$ cat config.mk
export PLATFORM = sky130hd
export DESIGN_NAME = return_address_stack_ckpt
export DESIGN_NICKNAME = d
export VERILOG_FILES = /design/src/rtl/return_address_stack_ckpt_pkg.sv /design/src/rtl/return_address_stack_ckpt_ckpt_table.sv /design/src/rtl/return_address_stack_ckpt.sv
export SDC_FILE = /design/constraint.sdc
export NUM_CORES = 2
export LEC_CHECK = 0
export ABC_CLOCK_PERIOD_IN_PS = 6400
export CORE_MARGIN = 5
export CORE_UTILIZATION = 30
export DETAILED_ROUTE_END_ITERATION = 12
export PLACE_DENSITY = 0.45
export SYNTH_ARGS = -nofsm -noshare
export SYNTH_HDL_FRONTEND = slang
export SYNTH_SLANG_ARGS = --single-unit
$ cat constraint.sdc
create_clock -name clk_i -period 6.4 [get_ports clk_i]
set_input_delay 1.28 -clock clk_i [delete_from_list [all_inputs] [get_ports clk_i]]
set_output_delay 1.28 -clock clk_i [all_outputs]
set_load 0.01 [all_outputs]
$ cat src/rtl/return_address_stack_ckpt_pkg.sv
// return_address_stack_ckpt_pkg: shared defaults and checkpoint record for the return address stack.
package return_address_stack_ckpt_pkg;
  localparam int PHY_VIRT_MAX_ADDR_SIZE = 40;
  localparam int RAS_DEPTH = 16;
  localparam int RAS_NUM_CKPT = 4;
  localparam int RAS_HEAD_W = $clog2(RAS_DEPTH);
  typedef logic [PHY_VIRT_MAX_ADDR_SIZE-1:0] addrPC_t;
  typedef struct packed {
    logic [RAS_HEAD_W-1:0] head;
    logic [RAS_HEAD_W:0] count;
    addrPC_t top;
  } ras_ckpt_t;
  function automatic int idx_width(input int n);
    return n > 1 ? $clog2(n) : 1;
  endfunction
endpackage

$ cat src/rtl/return_address_stack_ckpt_ckpt_table.sv
// ras_ckpt_table: NUM_CKPT checkpoint registers with one write port and one combinational read port.
module ras_ckpt_table
  import return_address_stack_ckpt_pkg::*;
#(
  parameter int NUM_CKPT = RAS_NUM_CKPT,
  parameter type ckpt_t = ras_ckpt_t,
  parameter int IW = idx_width(NUM_CKPT)
) (
  input  logic          clk_i,
  input  logic          rst_i,
  input  logic          we_i,
  input  logic [IW-1:0] wid_i,
  input  ckpt_t         wdata_i,
  input  logic [IW-1:0] rid_i,
  output ckpt_t         rdata_o
);
  ckpt_t slot_q [NUM_CKPT];
  ckpt_t slot_d [NUM_CKPT];
  always_comb begin
    slot_d = slot_q;
    if (we_i) slot_d[wid_i] = wdata_i;
  end
  always_ff @(posedge clk_i) begin
    if (rst_i) slot_q <= '{default: '0};
    else slot_q <= slot_d;
  end
  assign rdata_o = slot_q[rid_i];
endmodule

$ cat src/rtl/return_address_stack_ckpt.sv
// return_address_stack_ckpt: circular return address stack with one-cycle checkpoint restore.
// Define RAS_PERF_COUNTERS_EN to add 32-bit push/pop/overflow/underflow/restore event counters.
module return_address_stack_ckpt
  import return_address_stack_ckpt_pkg::*;
#(
  parameter int DEPTH = RAS_DEPTH,
  parameter int ADDR_WIDTH = PHY_VIRT_MAX_ADDR_SIZE,
  parameter int NUM_CKPT = RAS_NUM_CKPT,
  parameter int IW = idx_width(NUM_CKPT)
) (
  input  logic                  clk_i,
  input  logic                  rst_i,
  input  logic                  push_i,
  input  logic                  pop_i,
  input  logic [ADDR_WIDTH-1:0] push_addr_i,
  input  logic                  ckpt_i,
  input  logic [IW-1:0]         ckpt_id_i,
  input  logic                  restore_i,
  input  logic [IW-1:0]         restore_id_i,
`ifdef RAS_PERF_COUNTERS_EN
  output logic [31:0]           push_cnt_o,
  output logic [31:0]           pop_cnt_o,
  output logic [31:0]           overflow_cnt_o,
  output logic [31:0]           underflow_cnt_o,
  output logic [31:0]           restore_cnt_o,
`endif
  output logic [ADDR_WIDTH-1:0] return_address_o,
  output logic                  valid_o,
  output logic                  overflow_o,
  output logic                  underflow_o
);
  localparam int HW = $clog2(DEPTH);
  localparam int CW = HW + 1;
  localparam logic [CW-1:0] FULL = CW'(DEPTH);
  typedef struct packed {
    logic [HW-1:0] head;
    logic [CW-1:0] count;
    logic [ADDR_WIDTH-1:0] top;
  } ckpt_t;
  logic [ADDR_WIDTH-1:0] entry_q [DEPTH];
  logic [ADDR_WIDTH-1:0] entry_d [DEPTH];
  logic [HW-1:0] head_q, head_d, top_idx, rst_idx;
  logic [CW-1:0] count_q, count_d;
  logic overflow_q, overflow_d, underflow_q, underflow_d;
  logic nonempty, push_ev, pop_ev;
  ckpt_t wr_ckpt, rd_ckpt;
  assign top_idx = head_q - 1'b1;
  assign rst_idx = rd_ckpt.head - 1'b1;
  assign nonempty = count_q != '0;
  assign wr_ckpt = '{head: head_q, count: count_q, top: entry_q[top_idx]};
  // Push/pop events as accepted this cycle; a replace-top counts as both, push+pop on empty as push only.
  assign push_ev = !restore_i && push_i;
  assign pop_ev = !restore_i && pop_i && nonempty;
  always_comb begin
    entry_d = entry_q;
    head_d = head_q;
    count_d = count_q;
    overflow_d = 1'b0;
    underflow_d = 1'b0;
    if (restore_i) begin
      head_d = rd_ckpt.head;
      count_d = rd_ckpt.count;
      if (rd_ckpt.count != '0) entry_d[rst_idx] = rd_ckpt.top;
    end else if (push_i && pop_i && nonempty) begin
      entry_d[top_idx] = push_addr_i;
    end else if (push_i) begin
      entry_d[head_q] = push_addr_i;
      head_d = head_q + 1'b1;
      overflow_d = count_q == FULL;
      count_d = count_q == FULL ? count_q : count_q + 1'b1;
    end else if (pop_i) begin
      underflow_d = !nonempty;
      head_d = nonempty ? top_idx : head_q;
      count_d = nonempty ? count_q - 1'b1 : count_q;
    end
  end
  always_ff @(posedge clk_i) begin
    if (rst_i) begin
      entry_q <= '{default: '0};
      head_q <= '0;
      count_q <= '0;
      overflow_q <= 1'b0;
      underflow_q <= 1'b0;
    end else begin
      entry_q <= entry_d;
      head_q <= head_d;
      count_q <= count_d;
      overflow_q <= overflow_d;
      underflow_q <= underflow_d;
    end
  end
  ras_ckpt_table #(.NUM_CKPT(NUM_CKPT), .ckpt_t(ckpt_t), .IW(IW)) u_ckpt_table (
    .clk_i  (clk_i),
    .rst_i  (rst_i),
    .we_i   (ckpt_i && !restore_i),
    .wid_i  (ckpt_id_i),
    .wdata_i(wr_ckpt),
    .rid_i  (restore_id_i),
    .rdata_o(rd_ckpt)
  );
  assign return_address_o = entry_q[top_idx];
  assign valid_o = nonempty;
  assign overflow_o = overflow_q;
  assign underflow_o = underflow_q;
`ifdef RAS_PERF_COUNTERS_EN
  logic [31:0] push_cnt_q, push_cnt_d, pop_cnt_q, pop_cnt_d, ovf_cnt_q, ovf_cnt_d;
  logic [31:0] unf_cnt_q, unf_cnt_d, rst_cnt_q, rst_cnt_d;
  always_comb begin
    push_cnt_d = push_cnt_q + {31'd0, push_ev};
    pop_cnt_d = pop_cnt_q + {31'd0, pop_ev};
    ovf_cnt_d = ovf_cnt_q + {31'd0, overflow_d};
    unf_cnt_d = unf_cnt_q + {31'd0, underflow_d};
    rst_cnt_d = rst_cnt_q + {31'd0, restore_i};
  end
  always_ff @(posedge clk_i) begin
    if (rst_i) begin
      push_cnt_q <= '0;
      pop_cnt_q <= '0;
      ovf_cnt_q <= '0;
      unf_cnt_q <= '0;
      rst_cnt_q <= '0;
    end else begin
      push_cnt_q <= push_cnt_d;
      pop_cnt_q <= pop_cnt_d;
      ovf_cnt_q <= ovf_cnt_d;
      unf_cnt_q <= unf_cnt_d;
      rst_cnt_q <= rst_cnt_d;
    end
  end
  assign push_cnt_o = push_cnt_q;
  assign pop_cnt_o = pop_cnt_q;
  assign overflow_cnt_o = ovf_cnt_q;
  assign underflow_cnt_o = unf_cnt_q;
  assign restore_cnt_o = rst_cnt_q;
`else
  logic unused_ev;
  assign unused_ev = push_ev ^ pop_ev;
`endif
endmodule

==> summary.txt <==
Drt
  – Via count: 49300
  – Detailed Routing Iterations Pass 1: 9
  – Residual antenna-violating net count after detailed routing: 0
  – Residual DRC: 0
  – Detail-routed via count per cell: ~6.7
  – Initial DRC count: roughly 6700
  – Routed wire per std cell: about 36 um
  – DRT Wirelength: approximately 260000 um

CTS
  – Latest clock arrival within the worst-skew pair: between 0.7 and 0.8 ns
  – Post-cts hold buffer count: 0
  – Longest Clk Path Bufs: 3
  – Post-CTS repair timing setup buffer count: 0
  – Clock tree from TritonCTS: built
  – Clock Root Buffer: sky130_fd_sc_hd__clkbuf_16
  – Clock buffer count from CTS: 101
  – Clk sinks: roughly 850
  – Resize count post-CTS: 0
  – CTS H-Tree Depth: 3
  – Clock-pin slew of the registers on the worst-case setup and hold paths: ~0.06 ns

Finish
  – Non-Filler Cell Area, Final: approximately 54000 um2
  – Final Util: about a third
  – Final nets: around 5200
  – Layout cell share with drive strength beyond 1: between 10% and 20%
  – Count of non-filler cells in the finished layout: approximately 7300
  – Growth of design area from synthesis to finish: 13.2%

Power
  – Reported leakage power: around 16 nW
  – Worst vdd rail ir drop: approximately 0.22 mV
  – PD cells: 254 nW/um2

Timing
  – Total count of max-transition violations in the final report: 0
  – Actual transition at the worst max-transition pin: ~1.3 ns
  – Setup-failing EPs final: 0
  – Fraction of the cycle the final worst path needs: 89.0%
  – Setup TNS after final layout: 0 ns
  – Max Fclk: between 150 and 200 MHz
  – Clock period minus worst slack: 5.70 ns
  – Final Hold Vio Count: 0
  – Worst hold slack: 0.451 ns
  – RSZ-0062 raised after global routing: false
  – Slew Limit Headroom: around 17%
  – Worst clock skew: ~0.023 ns

Die
  – Effective utilization at floorplan: a little under a third
  – Core box area: 159000 um2
  – I/O pin count: between 90 and 100
  – Height of the chip: slightly above 400 um
  – Die area: 168000 um2
  – Number of placement rows: between 100 and 150
  – X dimension of the die: roughly 410 um

Setup path
  – Kind of launch point of the worst setup path: register
  – Register-to-register setup slack: roughly 2.0 ns
  – Arrival @ worst endpoint: ~4.4 ns
  – Critical path fanouts, max: 38
  – Worst setup path category: register to output port
  – Worst Path Required: 5.12 ns
  – Critical path endpoint category: output port

Synth
  – Cell area after synthesis: between 40000 and 50000 um2
  – Yosys synthesis warning count: 0
  – Main flop type after synthesis: sky130_fd_sc_hd__dfxtp_1
  – Library cell with the largest summed area after synthesis: sky130_fd_sc_hd__dfxtp_1
  – Mapped Avg Cell Area: between 8 and 9 um2
  – Number of synthesized register bits: approximately 850
  – Instance count of the mapped netlist: roughly 5500
  – Share of synthesized flip-flops with an asynchronous set or reset: 0%
  – Most area-consuming cells after synthesis: sky130_fd_sc_hd__dfxtp_1 (35%), sky130_fd_sc_hd__mux4_2 (12%), sky130_fd_sc_hd__a21oi_1 (8.5%)
  – Sequential cell area fraction in the yosys report: around 35%
  – Top-area cell type share of the netlist area: a little over a third
  – Number of flops mapped to enable cells by yosys: 0
  – Synthesized net count: 5573
  – Unique masters post-synth: 67

Place
  – HPWL Detailed: about 140000 um
  – Placed instance area: a little over 50000 um2
  – Gp weighted congestion: between 0.8 and 0.9
  – Dpl cells: a little over 7000
  – Count of buffers from port buffering: between 90 and 100

Global routing
  – Wire length of the first global-routing pass: between 300000 and 400000 um
  – Overall Global Routing Usage: a little under 30%
  – Initial antenna violation count: 4
  – Pin count of the biggest net entering global routing: between 150 and 200
  – Congestion Overflow GR: 0
  – Vias in the first global route: ~47000

Worst hold path
  – Hold WC Path Type: register to register

Flow run
  – Max-capacitance violation count: 0

Outcome
  – Status: completed
[through the flow]
stage | power (W) | setup slack, ns
after floorplan | 0.00671 | 0.940
after global placement | 0.00770 | 1.29
after detailed placement | 0.00770 | 1.25
after CTS | 0.0138 | 0.652
after global routing | 0.0141 | 0.587
final | 0.0138 | 0.701
[worst paths after layout]
kind,from,to,depth (start not counted)
max reg2reg,head_q[0]$_SDFFE_PP0P_,entry_q[247]$_SDFFE_PP0P_,8
min reg2reg,u_ckpt_table.slot_q[80]$_SDFFE_PP0P_,u_ckpt_table.slot_q[80]$_SDFFE_PP0P_,2
min,u_ckpt_table.slot_q[80]$_SDFFE_PP0P_,u_ckpt_table.slot_q[80]$_SDFFE_PP0P_,2
max,head_q[0]$_SDFFE_PP0P_,return_address_o[0],6
[cells in the mapped netlist (all sizes together), types with 6 or more instances]
cell	instances
a22oi	120
o32ai	18
inv	28
a221oi	166
and2	42
a32o	18
nand2b	95
a211oi	479
xnor2	7
a2bb2oi	82
dfxtp	847
a21o	80
o32a	36
mux2i	87
o221ai	8
nand3	101
nor2	297
a222oi	117
ha	11
mux2	45
buf	125
a21oi	816
nor3	86
a21boi	8
a31oi	22
o22ai	44
o211a	19
nor2b	114
mux4	248
o21ai	46
nand2	603
nand4	6
a311oi	21
o211ai	27
clkbuf	586
[routing by layer]
metal  global-route usage, %  part of all wire [%]
met5                       0                0.0050
met3                    6.95                    10
met1                    38.1                    40
met2                    45.2                    44
met4                    16.8                   6.6
[state kept, by name, summed over array words and instances, names as in the netlist]
register / cells
entry_q: 640
u_ckpt_table.slot_q: 196
count_q: 5
head_q: 4
overflow_o: 1
underflow_o: 1
[power breakdown]
group | switching [W] | leakage (nW) | internal, W
combinational | 0.00165 | 7.44 | 0.000613
sequential | 0.0000507 | 6.84 | 0.00535
clock | 0.00254 | 1.71 | 0.00358
[cells in the final DEF, fill, tap and decap left out, drive strengths merged, types with 80 or more instances in the layout]
master,synthesis,routed
a21oi,816,816
mux4,248,248
a211oi,479,479
nand2,603,603
clkbuf,586,152
nor3,86,86
dfxtp,847,847
a2bb2oi,82,82
a21o,80,80
mux2i,87,87
a22oi,120,120
buf,125,168
a222oi,117,117
nor2b,114,114
a221oi,166,166
nand2b,95,95
nand3,101,101
clkdlybuf4s50,0,88
nor2,297,297
[layout make-up]
| class | count | area [um2] |
|---|---|---|
| inverters | 30 | 114 |
| multi-input cells | 3923 | 28600 |
| fillers | 16300 | 104000 |
| flip-flops and latches | 847 | 17000 |
| repair buffers | 256 | 2600 |
| diodes | 6 | 15.0 |
| well taps | 2072 | 2590 |
| clock inverters | 36 | 389 |
| clock buffers | 152 | 3060 |
[kinds of logic after synthesis]
kind of cell | share of synthesized area [%]
and+or+nand+nor | 12.9
adders and majority gates | 0.329
DFF | 35.3
AOI/OAI and AO/OA | 30.7
xor gates and xnor gates | 0.164
muxes | 14.5
buffers and inverters | 6.06
[critical path: stages (launching register included)]
cell and delay, ns:
sky130_fd_sc_hd__dfxtp_4 0.61, sky130_fd_sc_hd__inv_1 0.37, sky130_fd_sc_hd__ha_4 0.64, sky130_fd_sc_hd__buf_12 0.36
sky130_fd_sc_hd__mux4_2 0.40, sky130_fd_sc_hd__mux4_2 0.68, sky130_fd_sc_hd__clkdlybuf4s50_1 0.57
No activity file was read; power rests on OpenSTA's default activity.
